===== src/rtl/rtc_time_ctrl.sv =====
// rtc_time_ctrl: BCD time-of-day counter with a two-button set mode.
// Drives digit codes, seconds and a blink blank mask for a 4-digit display.
module rtc_time_ctrl #(
  parameter int unsigned CLK_HZ = 50_000_000
) (
  input  logic       clk_i,
  input  logic       rst_ni,
  input  logic       btn_mode_i,
  input  logic       btn_inc_i,
  output logic [3:0] sign0_o,
  output logic [3:0] sign1_o,
  output logic [3:0] sign2_o,
  output logic [3:0] sign3_o,
  output logic [5:0] seconds_o,
  output logic [3:0] blank_o,
  output logic [1:0] mode_o
);

  localparam int unsigned HALF = CLK_HZ / 2;
  localparam int unsigned PW   = (HALF > 1) ? $clog2(HALF) : 1;
  localparam int unsigned SW   = 6;
  localparam int unsigned DW   = 4;

  typedef enum logic [1:0] {
    RUN    = 2'd0,
    SET_HH = 2'd1,
    SET_MM = 2'd2
  } state_e;

  state_e          state_q, state_d;
  logic [PW-1:0]   presc_q, presc_d;
  logic            phase_q, phase_d;
  logic [SW-1:0]   sec_q,   sec_d;
  logic [DW-1:0]   m0_q, m0_d;
  logic [DW-1:0]   m1_q, m1_d;
  logic [DW-1:0]   h0_q, h0_d;
  logic [DW-1:0]   h1_q, h1_d;
  logic [3:0]      blank_q, blank_d;

  logic            half_tick;
  logic            sec_tick;
  logic [8:0]      min_nxt;
  logic [7:0]      hr_nxt;

  // Minutes +1 in BCD; bit 8 is the 59->00 carry into hours.
  function automatic logic [8:0] bcd_inc_min(input logic [3:0] t, input logic [3:0] u);
    logic [8:0] r;
    r = {1'b0, t, u + 4'd1};
    if (u == 4'd9) begin
      if (t == 4'd5) r = 9'h100;
      else           r = {1'b0, t + 4'd1, 4'd0};
    end
    return r;
  endfunction

  // Hours +1 in BCD, wrapping 23->00.
  function automatic logic [7:0] bcd_inc_hr(input logic [3:0] t, input logic [3:0] u);
    logic [7:0] r;
    if ((t == 4'd2) && (u == 4'd3)) r = 8'h00;
    else if (u == 4'd9)             r = {t + 4'd1, 4'd0};
    else                            r = {t, u + 4'd1};
    return r;
  endfunction

  assign half_tick = (presc_q == PW'(HALF - 1));
  assign sec_tick  = half_tick & phase_q;
  assign min_nxt   = bcd_inc_min(m1_q, m0_q);
  assign hr_nxt    = bcd_inc_hr(h1_q, h0_q);

  // State, counters and registered outputs; synchronous active-low reset.
  always_ff @(posedge clk_i) begin
    if (!rst_ni) begin
      state_q <= RUN;
      presc_q <= '0;
      phase_q <= 1'b0;
      sec_q   <= '0;
      m0_q    <= '0;
      m1_q    <= '0;
      h0_q    <= '0;
      h1_q    <= '0;
      blank_q <= '0;
    end else begin
      state_q <= state_d;
      presc_q <= presc_d;
      phase_q <= phase_d;
      sec_q   <= sec_d;
      m0_q    <= m0_d;
      m1_q    <= m1_d;
      h0_q    <= h0_d;
      h1_q    <= h1_d;
      blank_q <= blank_d;
    end
  end

  // Next-state: prescaler, mode sequencing, timekeeping and field edits.
  always_comb begin
    state_d = state_q;
    sec_d   = sec_q;
    m0_d    = m0_q;
    m1_d    = m1_q;
    h0_d    = h0_q;
    h1_d    = h1_q;
    blank_d = 4'b0000;

    // Free-running half-second prescaler; phase selects the second half.
    if (half_tick) begin
      presc_d = '0;
      phase_d = ~phase_q;
    end else begin
      presc_d = presc_q + PW'(1);
      phase_d = phase_q;
    end

    case (state_q)
      RUN: begin
        // A tick on the same edge as the mode press is still counted.
        if (sec_tick) begin
          if (sec_q == SW'(59)) begin
            sec_d = '0;
            m1_d  = min_nxt[7:4];
            m0_d  = min_nxt[3:0];
            if (min_nxt[8]) begin
              h1_d = hr_nxt[7:4];
              h0_d = hr_nxt[3:0];
            end
          end else begin
            sec_d = sec_q + SW'(1);
          end
        end
        if (btn_mode_i) state_d = SET_HH;
      end
      SET_HH: begin
        if (btn_mode_i) begin
          state_d = SET_MM;
        end else if (btn_inc_i) begin
          h1_d    = hr_nxt[7:4];
          h0_d    = hr_nxt[3:0];
          presc_d = '0;
          phase_d = 1'b0;
        end
      end
      SET_MM: begin
        // Leaving set mode restarts the minute at this edge.
        if (btn_mode_i) begin
          state_d = RUN;
          sec_d   = '0;
          presc_d = '0;
          phase_d = 1'b0;
        end else if (btn_inc_i) begin
          m1_d    = min_nxt[7:4];
          m0_d    = min_nxt[3:0];
          presc_d = '0;
          phase_d = 1'b0;
        end
      end
      default: begin
        state_d = RUN;
      end
    endcase

    // Blank the edited field during the second half of each second.
    case (state_d)
      SET_HH:  blank_d = phase_d ? 4'b1100 : 4'b0000;
      SET_MM:  blank_d = phase_d ? 4'b0011 : 4'b0000;
      default: blank_d = 4'b0000;
    endcase
  end

  assign sign0_o   = m0_q;
  assign sign1_o   = m1_q;
  assign sign2_o   = h0_q;
  assign sign3_o   = h1_q;
  assign seconds_o = sec_q;
  assign blank_o   = blank_q;
  assign mode_o    = state_q;

endmodule

===== config.mk =====
export PLATFORM = sky130hd
export DESIGN_NAME = rtc_time_ctrl
export DESIGN_NICKNAME = d
export VERILOG_FILES = /design/src/rtl/rtc_time_ctrl.sv
export SDC_FILE = /design/constraint.sdc
export NUM_CORES = 1
export LEC_CHECK = 0
export ABC_AREA = 1
export ABC_CLOCK_PERIOD_IN_PS = 3450
export CORE_MARGIN = 5
export CORE_UTILIZATION = 56
export DETAILED_ROUTE_END_ITERATION = 10
export GPL_TIMING_DRIVEN = 0
export MAX_ROUTING_LAYER = met4
export PLACE_DENSITY = 0.86
export SYNTH_ARGS = -nofsm -noshare
export SYNTH_HDL_FRONTEND = slang
export SYNTH_SLANG_ARGS = --single-unit
export TNS_END_PERCENT = 30

===== constraint.sdc =====
create_clock -name clk_i -period 3.45 [get_ports clk_i]
set_clock_uncertainty 0.1 [all_clocks]
set_input_delay 0.69 -clock clk_i [delete_from_list [all_inputs] [get_ports clk_i]]
set_output_delay 0.69 -clock clk_i [all_outputs]
set_load 0.01 [all_outputs]

# [Word-level counts from Yosys, hierarchy flattened]
# Cells that the tools add are included.
[totals] reg_bits=54 inputBits=4
[op_classes] add_sub_neg=6 eq_ne=19 n_mux=47 bitwise_logic=2 reduce_logical=7
[op_table] operator="$mux 25" n=4
[op_table] operator="$mux 4" n=19
[op_table] operator="$pmux 25 s2" n=1
[op_table] operator="$pmux 4 s2" n=5
[op_table] operator="$add 25x1->25 const B" n=1
[op_table] operator="$eq 25x25->1 const B" n=1
[op_table] operator="$mux 6" n=3
[op_table] operator="$mux 9" n=2
[op_table] operator="$add 4x1->4 const B" n=4
[op_table] operator="$mux 8" n=2
[op_table] operator="$ne 2x2->1 const B" n=8
[op_table] operator="$pmux 6 s2" n=1
[op_table] operator="$eq 4x2->1 const B" n=2
[op_table] operator="$eq 4x4->1 const B" n=2
[op_table] operator="$mux 2" n=4
[op_table] operator="$add 6x1->6 const B" n=1
[op_table] operator="$eq 6x6->1 const B" n=1
[op_table] operator="$pmux 2 s3" n=1
[op_table] operator="$reduce_and 6->1" n=1
[op_table] operator="$reduce_and 5->1" n=1
[op_table] operator="$eq 2x1->1 const B" n=2
[op_table] operator="$eq 2x2->1 const B" n=2
[op_table] operator="$eq 4x3->1 const B" n=1
[op_table] operator="$mux 1" n=4
[op_table] operator="7 further kinds" n=8

# [Logic depth before layout (Yosys ltp)]
# Gate-level depths: netlist of the first run.
[logic_depth] word_depth=7 ltp_mapped=18 depth_no_buf=18

# [Least setup slack after synthesis of the first run]
# No wires, ideal clock.
[synth_timing] kind="reg2reg" start="reg presc_q[0]" end="reg m1_q[2], in the netlist sign1_o[2]" t_arrival_ns=2.203 required_ns=3.241 slack_ns=1.039 stages_incl_launch_ff=19 n_path_buf=0 synth_period_minus_slack_ns=2.411 cell_sequence="dfxtp_1 -> ha_1 -> nand2_2 -> nor2_2 -> nand2_1 -> or2_2 -> nor3_1 -> ha_1 -> inv_1 -> nand2_1 -> nand2_2 -> inv_1 -> nand2_1 -> nor2_2 -> nand2_1 -> nand2_1 -> nand2_1 -> nand2_1 -> inv_1"
[synth_between] elab_chain_cells=4
[synth_lines] element="start: declaration" line_no="31" rtl="logic [PW-1:0] presc_q, presc_d;"
[synth_lines] element="start signal: assignment" line_no="84" rtl="presc_q <= presc_d;"
[synth_lines] element="$eq 25x25->1" line_no="65" rtl="assign half_tick = (presc_q == PW'(HALF - 1));"
[synth_lines] element="$and 1x1->1" line_no="66" rtl="assign sec_tick = half_tick & phase_q;"
[synth_lines] element="$ne 2x2->1 (no source line)"
[synth_lines] element="$reduce_and 5->1 (no source line)"
[synth_lines] element="end signal: assignment" line_no="88" rtl="m1_q <= m1_d;"
[synth_lines] element="end: declaration" line_no="35" rtl="logic [DW-1:0] m1_q, m1_d;"
# Every way passes these cells.
# A chain may end at the register's enable or synchronous reset.

# [Worst setup path in the final report of the first run]
[layout_timing] start="reg presc_q[0]" end="reg h0_q[1], in the netlist sign2_o[1]"
[layout_between] elab_chain_cells=4
[layout_lines] element="$eq 25x25->1" line_no="65"
[layout_lines] element="$and 1x1->1" line_no="66"
[layout_lines] element="$ne 2x2->1 (no source line)"
[layout_lines] element="$reduce_and 6->1 (no source line)"
[layout_lines] element="end signal: assignment" line_no="79" rtl="h0_q <= '0;"
[layout_lines] element="end signal: assignment" line_no="89" rtl="h0_q <= h0_d;"
[layout_lines] element="end: declaration" line_no="36" rtl="logic [DW-1:0] h0_q, h0_d;"
# Every way passes these cells.

==> metrics.log, run 1 <==
INFO  metric grt_antenna_before_repair = 0
INFO  metric h-tree-depth = 2
INFO  metric slew-limit-headroom = 69.44%
INFO  metric place_congestion = 0.9494
INFO  metric cts_num_sinks = 52
INFO  metric worstMarginPinSlew = 454.9 ps
INFO  metric cts_tree = built
INFO  metric cts_buffers = 5
INFO  metric post_drt_wl_per_cell = 11.56 µm
INFO  metric core = 5075 µm²
INFO  metric worst_hold_slack = 367.6 ps
INFO  metric floorplan.die_area = 6741 µm²
INFO  metric count_of_flip_flops_with_a_built_in_enable_after_synthesis = 0
INFO  metric global_route_wire_length_before_repair = 10890 µm
INFO  metric synth-seq-area-share = 35.75%
INFO  metric power.share.clock = 34.3%
INFO  metric p_comb_share = 15.4%
INFO  metric num_antenna_cells = 0
INFO  metric rsz0062_at_grt = false
INFO  metric power_frac_seq = 50.3%
INFO  metric gr-total-overflow = 0
INFO  metric firstDrtPassIters = 4
INFO  metric critical_path_arrival = 3040 ps
INFO  metric final_hold_violation_count = 0
INFO  metric peakVddDrop = 253.5 µV
INFO  metric cts_buffer_depth = 2
INFO  metric final_layout_size_suffix_gt1_share = 10.68%
INFO  metric ys_seq_elements = 52
INFO  metric p_sw = 348.6 µW
INFO  metric power_report.internal_total = 909.1 µW
INFO  metric detail_route.wirelength = 6113 µm
INFO  metric fmax = 0.3420 GHz
INFO  metric drv_cap = 0
INFO  metric synth_ff_type = sky130_fd_sc_hd__dfxtp_1
INFO  metric drt.antenna.violating_nets = 0
INFO  metric synth_cell_types = 34
INFO  metric cts-resized-gates = 0
INFO  metric num-nets-final = 475
INFO  metric hpwlAfterDp = 4809 µm
INFO  metric route.detailed.drc = 0
INFO  metric mean_number_of_vias_per_cell = 5.129
INFO  metric clk_root_buffer_cell = sky130_fd_sc_hd__clkbuf_8
INFO  metric pwr_density_cell = 367.3 nW/µm²
INFO  metric period_needed = 2924 ps
INFO  metric die_width = 82.11 µm
INFO  metric netlist_instances = 420
INFO  metric path_class = register to register
INFO  metric ys_async_sr_fraction = 0%
INFO  metric synthesis.area = 2912 µm²
INFO  metric yosysWarningCount = 0
INFO  metric min_period_over_period = 84.76%
INFO  metric report.final.slew_viol_count = 0
INFO  metric placement.io_buffers = 31
INFO  metric critical_path_peak_fanout = 6
INFO  metric synth_top_area_share = 35.75%
INFO  metric hold_path_class = register to register
INFO  metric globalRouteTotalUtil = 21.01%
INFO  metric synth.most_common_cell = sky130_fd_sc_hd__nand2_1
INFO  metric mappedNetlistNets = 437
INFO  metric initial_core_util = 57.37%
INFO  metric synth_top_cells_by_count = 84 x sky130_fd_sc_hd__nand2_1, 69 x sky130_fd_sc_hd__nor2_1, 56 x sky130_fd_sc_hd__inv_1
INFO  metric syn_avg_cell_area = 6.932 µm²
INFO  metric yosys-top-cells-area = sky130_fd_sc_hd__dfxtp_1 36%, sky130_fd_sc_hd__nand2_1 11%, sky130_fd_sc_hd__nor2_1 8.9%, sky130_fd_sc_hd__inv_1 7.2%, sky130_fd_sc_hd__ha_1 5.6%
INFO  metric start_kind = register
INFO  metric grt_start_max_net_pins = 18
INFO  metric power_leakage = 1.296 nW
INFO  metric area_growth = 17.62%
INFO  metric die_h = 82.11 µm
INFO  metric cts.reportedPaths.clkPinSlew = 100 ps
INFO  metric io-pin-count = 32
INFO  metric number_of_global_route_vias_before_repair = 2579
INFO  metric postCtsSetupRepairBufs = 0
INFO  metric endpoint_kind = register
INFO  metric netlist.top_cell.by_area = sky130_fd_sc_hd__dfxtp_1
INFO  metric clk-insertion-delay-late = 310 ps
INFO  metric placementRows = 26
INFO  metric status = finished, final reports clean
INFO  metric hold_buffers = 0
INFO  metric switching_share = 27.72%
INFO  metric finalSetupViolations = 0
INFO  metric tns_setup = 0 ps
INFO  metric drt_iter0_markers = 168
INFO  metric vias = 2713
INFO  metric required = 3570 ps
kinds of logic (layout without fill, tap and decap cells):
family | count (synthesis) | count (layout) | synth area share (%)
compound gates | 32 | 32 | 6.446
xor+xnor | 15 | 15 | 4.512
fa+ha+maj | 13 | 13 | 5.587
buf+inv | 64 | 103 | 9.067
flops | 52 | 52 | 35.75
simple gates | 244 | 244 | 38.63
path summary, 6_finish.rpt:
check              from          to  slack, ps  depth (start not counted)
min          presc_q[0]  presc_q[0]        370                          1
max          presc_q[0]  sign2_o[1]        530                         16
max reg2reg  presc_q[0]  sign2_o[1]        530                         16
min reg2reg  presc_q[0]  presc_q[0]        370                          1
metal layers:
layer | share of wire, % | vias to the layer above | track usage (%)
met4 | 1.9 | 0 | 7.807
met2 | 52 | 52 | 35.70
met3 | 3.3 | 11 | 4.772
li1 | - | 1400 | -
met5 | 0 | - | -
met1 | 43 | 1250 | 24.18
power groups by stage:
stage	logic, mW	clock network (mW)	registers [mW]
global route	0.218	0.474	0.635
floorplan	0.137	0	0.647
CTS	0.196	0.439	0.632
finish	0.194	0.432	0.632
detailed placement	0.194	0	0.645
global placement	0.188	0	0.645
layout make-up:
cell class | instances | area, µm²
clock buffers | 5 | 68.82
repair buffers | 31 | 310.3
clock inverters | 3 | 46.29
inverters | 60 | 225.2
flip-flops and latches | 52 | 1041
multi-input cells | 304 | 1607
plain buffers | 4 | 38.79
well taps | 70 | 87.58
fillers | 462 | 1650
cell usage in the layout (no fill, tap or decap), types with 3 or more instances in the layout:
master                            Yosys  final
sky130_fd_sc_hd__nor2_2              15     15
sky130_fd_sc_hd__nand4_1             11     11
sky130_fd_sc_hd__nor3_1              13     13
sky130_fd_sc_hd__inv_1               56     56
sky130_fd_sc_hd__xor2_1              10     10
sky130_fd_sc_hd__clkbuf_8             0      5
sky130_fd_sc_hd__a21oi_1             14     14
sky130_fd_sc_hd__dfxtp_1             52     52
sky130_fd_sc_hd__nor2_4               3      3
sky130_fd_sc_hd__o21ai_0              9      9
sky130_fd_sc_hd__clkdlybuf4s50_1      0     31
sky130_fd_sc_hd__nand2_1             84     84
sky130_fd_sc_hd__xnor2_1              5      5
sky130_fd_sc_hd__ha_1                13     13
sky130_fd_sc_hd__o21ai_1              4      4
sky130_fd_sc_hd__nand3_1             29     29
sky130_fd_sc_hd__nor2_1              69     69
sky130_fd_sc_hd__nand2_2              9      9
sky130_fd_sc_hd__inv_2                4      4
flip-flops by register name, indices dropped and copies added (netlist names):
register	count
blank_o	2
mode_o	2
phase_q	1
presc_q	25
seconds_o	6
sign0_o	4
sign1_o	4
sign2_o	4
sign3_o	4
stage by stage:
stage                     std cells  total power [mW]  area [µm²]  worst slack [ps]  utilization (%)
after floorplan                 420            0.7836        2912              1039                -
after global placement          521            0.8328        3309             633.3            65.21
after detailed placement        521            0.8397        3309             530.6            65.21
after CTS                       529             1.267        3425             515.5            67.48
after global routing            529             1.327        3425             265.4            67.48
final                           529             1.258        3425             525.7            67.48
worst max-delay path, cell delays in order, from the launching register on:
cell and delay [ps]:
sky130_fd_sc_hd__dfxtp_1 370, sky130_fd_sc_hd__ha_1 220, sky130_fd_sc_hd__nand2_2 90, sky130_fd_sc_hd__nor2_2 150, sky130_fd_sc_hd__nand2_1 130, sky130_fd_sc_hd__or2_2 310
sky130_fd_sc_hd__nor3_1 320, sky130_fd_sc_hd__ha_1 210, sky130_fd_sc_hd__inv_1 40, sky130_fd_sc_hd__nand2_1 110, sky130_fd_sc_hd__nand2_1 70, sky130_fd_sc_hd__nor2_1 170
sky130_fd_sc_hd__nand3_2 170, sky130_fd_sc_hd__inv_1 170, sky130_fd_sc_hd__nand2_1 80, sky130_fd_sc_hd__nand2_1 70, sky130_fd_sc_hd__nor2_1 40
Power figures use the tool's default switching activity.
==> run 2: changes to the inputs <==
- ABC_CLOCK_PERIOD_IN_PS: 3450 -> 2950
- clock period: 3.45 -> 2.95 ns (I/O delays scaled with it)
==> metrics.log, run 2 (synthesized netlist as in run 1, its figures left out) <==
INFO  metric peakVddDrop = 296.7 µV (was 253.5 µV)
INFO  metric power_leakage = 1.310 nW (was 1.296 nW)
INFO  metric required = 3070 ps (was 3570 ps)
INFO  metric gr-total-overflow = 0 (unchanged)
INFO  metric worst_hold_slack = 380.6 ps (was 367.6 ps)
INFO  metric cts_buffers = 5 (unchanged)
INFO  metric hpwlAfterDp = 4809 µm (unchanged)
INFO  metric num_antenna_cells = 0 (unchanged)
INFO  metric hold_buffers = 0 (unchanged)
INFO  metric power_frac_seq = 50.2% (was 50.3%)
INFO  metric grt_start_max_net_pins = 18 (unchanged)
INFO  metric status = finished, final reports clean (unchanged)
INFO  metric largest_register_ffs = 25 (unchanged)
INFO  metric drv_cap = 0 (unchanged)
INFO  metric placementRows = 26 (unchanged)
INFO  metric critical_path_peak_fanout = 4 (was 6)
INFO  metric cts_num_sinks = 52 (unchanged)
INFO  metric overall_power = 1.473 mW (was 1.258 mW)
INFO  metric die_width = 82.11 µm (unchanged)
INFO  metric vias = 2722 (was 2713)
INFO  metric num-nets-final = 475 (unchanged)
INFO  metric worstMarginPinSlew = 458.4 ps (was 454.9 ps)
INFO  metric cts_tree = built (unchanged)
INFO  metric final_layout_size_suffix_gt1_share = 11.55% (was 10.68%)
INFO  metric number_of_global_route_vias_before_repair = 2579 (unchanged)
INFO  metric slew-limit-headroom = 69.21% (was 69.44%)
INFO  metric layout_common_cells = 83 x sky130_fd_sc_hd__nand2_1, 69 x sky130_fd_sc_hd__nor2_1, 55 x sky130_fd_sc_hd__inv_1, 52 x sky130_fd_sc_hd__dfxtp_1, 31 x sky130_fd_sc_hd__clkdlybuf4s50_1 (was 84 x sky130_fd_sc_hd__nand2_1, 69 x sky130_fd_sc_hd__nor2_1, 56 x sky130_fd_sc_hd__inv_1, 52 x sky130_fd_sc_hd__dfxtp_1, 31 x sky130_fd_sc_hd__clkdlybuf4s50_1)
INFO  metric drt.antenna.violating_nets = 0 (unchanged)
INFO  metric grt_antenna_before_repair = 0 (unchanged)
INFO  metric report.final.slew_viol_count = 0 (unchanged)
INFO  metric mostFrequentLayoutCell = sky130_fd_sc_hd__nand2_1 (unchanged)
INFO  metric finalSetupViolations = 0 (unchanged)
INFO  metric hold_path_class = register to register (unchanged)
INFO  metric initial_core_util = 57.37% (unchanged)
INFO  metric final_hold_violation_count = 0 (unchanged)
INFO  metric register_to_register_path_setup_slack = 190 ps (was 530 ps)
INFO  metric placement.io_buffers = 31 (unchanged)
INFO  metric cts.reportedPaths.clkPinSlew = 100 ps (about the same)
INFO  metric clk-insertion-delay-late = 310 ps (about the same)
INFO  metric path_class = register to register (unchanged)
INFO  metric clk_root_buffer_cell = sky130_fd_sc_hd__clkbuf_8 (unchanged)
INFO  metric switching_share = 27.80% (was 27.72%)
INFO  metric dpl-instance-area = 3309 µm² (unchanged)
INFO  metric floorplan.die_area = 6741 µm² (unchanged)
INFO  metric cts_buffer_depth = 2 (unchanged)
INFO  metric min_period_over_period = 93.53% (was 84.76%)
INFO  metric place_congestion = 0.9494 (unchanged)
INFO  metric core = 5075 µm² (unchanged)
INFO  metric period_needed = 2759 ps (was 2924 ps)
INFO  metric p_comb_share = 15.4% (about the same)
INFO  metric placed_cells_incl_taps = 521 (unchanged)
INFO  metric p_sw = 409.6 µW (was 348.6 µW)
INFO  metric critical_path_arrival = 2880 ps (was 3040 ps)
INFO  metric power_report.internal_total = 1.064 mW (was 909.1 µW)
INFO  metric postCtsSetupRepairBufs = 0 (unchanged)
INFO  metric route.detailed.drc = 0 (unchanged)
INFO  metric h-tree-depth = 2 (unchanged)
INFO  metric endpoint_kind = register (unchanged)
INFO  metric pwr_density_cell = 427.6 nW/µm² (was 367.3 nW/µm²)
INFO  metric global_route_wire_length_before_repair = 10890 µm (unchanged)
INFO  metric most_flop_heavy_register = presc_q (unchanged)
INFO  metric mean_number_of_vias_per_cell = 5.146 (was 5.129)
INFO  metric drt_iter0_markers = 189 (was 168)
INFO  metric postLayoutCoreUtil = 67.90% (was 67.48%)
INFO  metric die_h = 82.11 µm (unchanged)
INFO  metric detail_route.wirelength = 6209 µm (was 6113 µm)
INFO  metric layout.cells.non_filler = 529 (unchanged)
INFO  metric power.share.clock = 34.4% (was 34.3%)
INFO  metric firstDrtPassIters = 5 (was 4)
INFO  metric layout.cell_area.non_filler = 3446 µm² (was 3425 µm²)
INFO  metric io-pin-count = 32 (unchanged)
INFO  metric start_kind = register (unchanged)
INFO  metric globalRouteTotalUtil = 21.01% (unchanged)
INFO  metric area_growth = 18.35% (was 17.62%)
INFO  metric post_drt_wl_per_cell = 11.74 µm (was 11.56 µm)
INFO  metric fmax = 0.3624 GHz (was 0.3420 GHz)
-- run 2: cell counts in the layout (fill, tap and decap cells not counted) --
No cell type changed its count.
-- run 2: worst max-delay path, stage by stage, from the launching register on --
cell                      delay [ps]
sky130_fd_sc_hd__dfxtp_1         380
sky130_fd_sc_hd__ha_2            220
sky130_fd_sc_hd__nand2_2          90
sky130_fd_sc_hd__nor2_4          140
sky130_fd_sc_hd__nand2_2         100
sky130_fd_sc_hd__or2_2           320
sky130_fd_sc_hd__nor3_4          230
sky130_fd_sc_hd__ha_1            180
sky130_fd_sc_hd__inv_1            40
sky130_fd_sc_hd__nand2_1         110
sky130_fd_sc_hd__nand2_2         110
sky130_fd_sc_hd__inv_1            80
sky130_fd_sc_hd__nand2_1          60
sky130_fd_sc_hd__nor2_2          170
sky130_fd_sc_hd__nand2_1         120
sky130_fd_sc_hd__nand2_1          90
sky130_fd_sc_hd__nand2_1          50
sky130_fd_sc_hd__nand2_1          60
sky130_fd_sc_hd__inv_1            30
-- run 2: final cells by class --
| type | count | area [µm²] |
|---|---|---|
| Timing Repair Buffer | 31 | 310.3 |
| Inverter | 60 | 225.2 |
| Tap cell | 70 | 87.58 |
| Sequential cell | 52 | 1041 |
| Clock inverter | 3 | 46.29 |
| Clock buffer | 5 | 68.82 |
| Fill cell | 460 | 1629 |
| Multi-Input combinational cell | 304 | 1628 |
| Buffer | 4 | 38.79 |
-- run 2: power by group through the flow --
stage                     combinational (mW)  sequential, mW  clock (mW)
after floorplan                        0.160           0.756           0
after CTS                              0.229           0.739       0.514
after global placement                 0.219           0.755           0
after global routing                   0.256           0.744       0.554
final                                  0.227           0.740       0.506
after detailed placement               0.227           0.755           0
-- run 2: timing repair --
action,in CTS,in global routing
hold endpoints to repair,0,0
gates resized for setup,0,6
setup endpoints to repair,0,20
-- run 2: worst paths after layout --
check | startpoint | to | cells past startpoint
worst min-delay path | presc_q[0] | presc_q[0] | 1
worst max register to register | presc_q[0] | sign1_o[2] | 18
worst max-delay path | presc_q[0] | sign1_o[2] | 18
worst min register to register | presc_q[0] | presc_q[0] | 1
-- run 2: per-stage QoR --
stage / setup TNS (ps) / setup slack, ps
floorplan: 0 / 538.6
global placement: 0 / 133.3
detailed placement: 0 / 30.63
CTS: 0 / 15.54
global route: -27.95 / -22.69
finish: 0 / 190.8
-- run 2: routing by layer --
metal	up-vias	track usage [%]	part of all wire, %
li1	1401	-	-
met1	1254	24.18	42
met2	56	35.70	52
met3	11	4.772	3.8
met4	0	7.807	1.9
met5	-	-	0
==> run 3: changes to the inputs <==
- SETUP_SLACK_MARGIN: not set -> 0.4
==> metrics.log, run 3 (synthesized netlist as in run 1, its figures left out) <==
INFO  metric io-pin-count = 32 (unchanged)
INFO  metric period_needed = 2476 ps (was 2759 ps)
INFO  metric regArea = 1044 µm² (was 1041 µm²)
INFO  metric layout_common_cells = 78 x sky130_fd_sc_hd__nand2_1, 68 x sky130_fd_sc_hd__nor2_1, 54 x sky130_fd_sc_hd__inv_1, 50 x sky130_fd_sc_hd__dfxtp_1, 31 x sky130_fd_sc_hd__clkdlybuf4s50_1 (was 83 x sky130_fd_sc_hd__nand2_1, 69 x sky130_fd_sc_hd__nor2_1, 55 x sky130_fd_sc_hd__inv_1, 52 x sky130_fd_sc_hd__dfxtp_1, 31 x sky130_fd_sc_hd__clkdlybuf4s50_1)
INFO  metric largest_register_ffs = 25 (unchanged)
INFO  metric mean_number_of_vias_per_cell = 5.187 (was 5.146)
INFO  metric report.final.slew_viol_count = 0 (unchanged)
INFO  metric num-nets-final = 482 (was 475)
INFO  metric path_class = register to register (unchanged)
INFO  metric final_hold_violation_count = 0 (unchanged)
INFO  metric dp_worst_setup_slack = 30.63 ps (unchanged)
INFO  metric cts_num_sinks = 52 (unchanged)
INFO  metric endpoint_kind = register (unchanged)
INFO  metric globalRouteTotalUtil = 21.22% (was 21.01%)
INFO  metric layout.cells.non_filler = 536 (was 529)
INFO  metric area_growth = 22.73% (was 18.35%)
INFO  metric drv_cap = 0 (unchanged)
INFO  metric fmax = 0.4038 GHz (was 0.3624 GHz)
INFO  metric core = 5075 µm² (unchanged)
INFO  metric placed_cells_incl_taps = 521 (unchanged)
INFO  metric hpwlAfterDp = 4809 µm (unchanged)
INFO  metric multiInputGateArea = 1700 µm² (was 1628 µm²)
INFO  metric critical_path_arrival = 2590 ps (was 2880 ps)
INFO  metric clk-insertion-delay-late = 310 ps (about the same)
INFO  metric pwr_density_cell = 419.8 nW/µm² (was 427.6 nW/µm²)
INFO  metric finalSetupViolations = 0 (unchanged)
INFO  metric tns_setup = 0 ps (unchanged)
INFO  metric layout.cell_area.non_filler = 3573 µm² (was 3446 µm²)
INFO  metric number_of_global_route_vias_before_repair = 2612 (was 2579)
INFO  metric mostFrequentLayoutCell = sky130_fd_sc_hd__nand2_1 (unchanged)
INFO  metric slew-limit-headroom = 66.31% (was 69.21%)
INFO  metric start_kind = register (unchanged)
INFO  metric largest_stage_delay_worst_path = 390 ps (was 380 ps)
INFO  metric die_h = 82.11 µm (unchanged)
INFO  metric die_width = 82.11 µm (unchanged)
INFO  metric dpl-instance-area = 3309 µm² (unchanged)
INFO  metric most_flop_heavy_register = presc_q (unchanged)
INFO  metric required = 3070 ps (about the same)
INFO  metric crit_path_cell_trace = ha_4 > nand2_4 > nor2_4 > nand2_4 > or2_4 > nor3_4 > ha_2 > inv_2 > nand2_4 > nand2_1 > nor2_2 > nand4_1 > nand2_2 > inv_1 > nand2_1 > nand2_1 (was ha_2 > nand2_2 > nor2_4 > nand2_2 > or2_2 > nor3_4 > ha_1 > inv_1 > nand2_1 > nand2_2 > inv_1 > nand2_1 > nor2_2 > nand2_1 > nand2_1 > nand2_1 > nand2_1 > inv_1)
INFO  metric cts.reportedPaths.clkPinSlew = 100 ps (about the same)
INFO  metric cts_buffers = 5 (unchanged)
INFO  metric register_to_register_path_setup_slack = 470 ps (was 190 ps)
INFO  metric power_leakage = 1.380 nW (was 1.310 nW)
INFO  metric grt_start_max_net_pins = 18 (unchanged)
INFO  metric status = finished, final reports clean (unchanged)
INFO  metric layout_setup_ws = 473.8 ps (was 190.8 ps)
INFO  metric placement.io_buffers = 31 (unchanged)
INFO  metric path_delay_family = simple AND/OR/NAND/NOR gates (unchanged)
INFO  metric floorplan.die_area = 6741 µm² (unchanged)
INFO  metric h-tree-depth = 2 (unchanged)
INFO  metric post_drt_wl_per_cell = 12.03 µm (was 11.74 µm)
INFO  metric drt_iter0_markers = 164 (was 189)
INFO  metric hold_path_class = register to register (unchanged)
INFO  metric worstMarginPinSlew = 505.4 ps (was 458.4 ps)
INFO  metric initial_core_util = 57.37% (unchanged)
INFO  metric placementRows = 26 (unchanged)
INFO  metric cts_buffer_depth = 2 (unchanged)
INFO  metric fillerInstances = 424 (was 460)
INFO  metric grt_antenna_before_repair = 0 (unchanged)
INFO  metric slowest_stage = sky130_fd_sc_hd__dfxtp_2 (was sky130_fd_sc_hd__dfxtp_1)
INFO  metric final_layout_size_suffix_gt1_share = 15.67% (was 11.55%)
INFO  metric clk_root_buffer_cell = sky130_fd_sc_hd__clkbuf_8 (unchanged)
INFO  metric drt.antenna.violating_nets = 0 (unchanged)
INFO  metric vias = 2780 (was 2722)
INFO  metric place_congestion = 0.9494 (unchanged)
INFO  metric critical_path_peak_fanout = 3 (was 4)
INFO  metric peakVddDrop = 299.6 µV (was 296.7 µV)
INFO  metric gr-total-overflow = 0 (unchanged)
INFO  metric firstDrtPassIters = 4 (was 5)
INFO  metric rsz0062_at_grt = true
INFO  metric num_antenna_cells = 0 (unchanged)
INFO  metric detail_route.wirelength = 6446 µm (was 6209 µm)
INFO  metric global_route_wire_length_before_repair = 11010 µm (was 10890 µm)
INFO  metric min_period_over_period = 83.94% (was 93.53%)
INFO  metric cts_tree = built (unchanged)
INFO  metric route.detailed.drc = 0 (unchanged)
INFO  metric crit_buf_inv = 2 (was 3)
run 3: cell count changes in the layout (fill, tap and decap cells not counted), moves of 2 or more:
cell,previous run,this run
sky130_fd_sc_hd__dfxtp_1,52,50
sky130_fd_sc_hd__dfxtp_2,0,2
sky130_fd_sc_hd__buf_4,2,9
sky130_fd_sc_hd__nand2_4,1,5
sky130_fd_sc_hd__nand2_1,83,78
sky130_fd_sc_hd__nand3_1,29,27
run 3: stage by stage:
step	utilization, %	total power, mW	hold slack (ps)
2_1_floorplan	-	0.9164	317.5
5_1_grt	70.41	1.581	394.0
3_3_place_gp	65.21	0.9739	328.7
3_5_place_dp	65.21	0.9820	354.3
6_report	70.41	1.500	377.5
4_1_cts	68.49	1.491	329.5
run 3: area by class of cell:
| type | count | area share, % |
|---|---|---|
| tap | 70 | 2.451 |
| clock inverter | 3 | 1.296 |
| sequential | 52 | 29.20 |
| clock buffer | 5 | 1.926 |
| multi-input combinational | 304 | 47.58 |
| buffer | 4 | 1.085 |
| inverter | 60 | 6.303 |
| timing repair buffer | 38 | 10.15 |
run 3: worst paths after layout:
path / startpoint / to / cells past startpoint
worst max-delay path: presc_q[0] / sign3_o[3] / 16
worst min-delay path: presc_q[0] / presc_q[0] / 1
worst max register to register: presc_q[0] / sign3_o[3] / 16
worst min register to register: presc_q[0] / presc_q[0] / 1
run 3: per-layer routing:
layer | up-vias | routed length (µm) | track usage (%)
met5 | - | 0 | -
met4 | 0 | 146 | 7.973
met3 | 15 | 212 | 4.989
met2 | 52 | 3369 | 36.35
met1 | 1302 | 2717 | 24.05
li1 | 1411 | - | -
run 3: repair_timing:
action / CTS / global route
hold buffers: 0 / 0
buffers inserted: 3 / 4
pin swaps: 5 / 8
gates resized for setup: 10 / 16
setup endpoints to repair: 22 / 17
run 3: power breakdown:
group	switching [mW]	internal, mW	total, mW
clock	0.250	0.256	0.506
combinational	0.150	0.100	0.250
sequential	0.0238	0.721	0.744
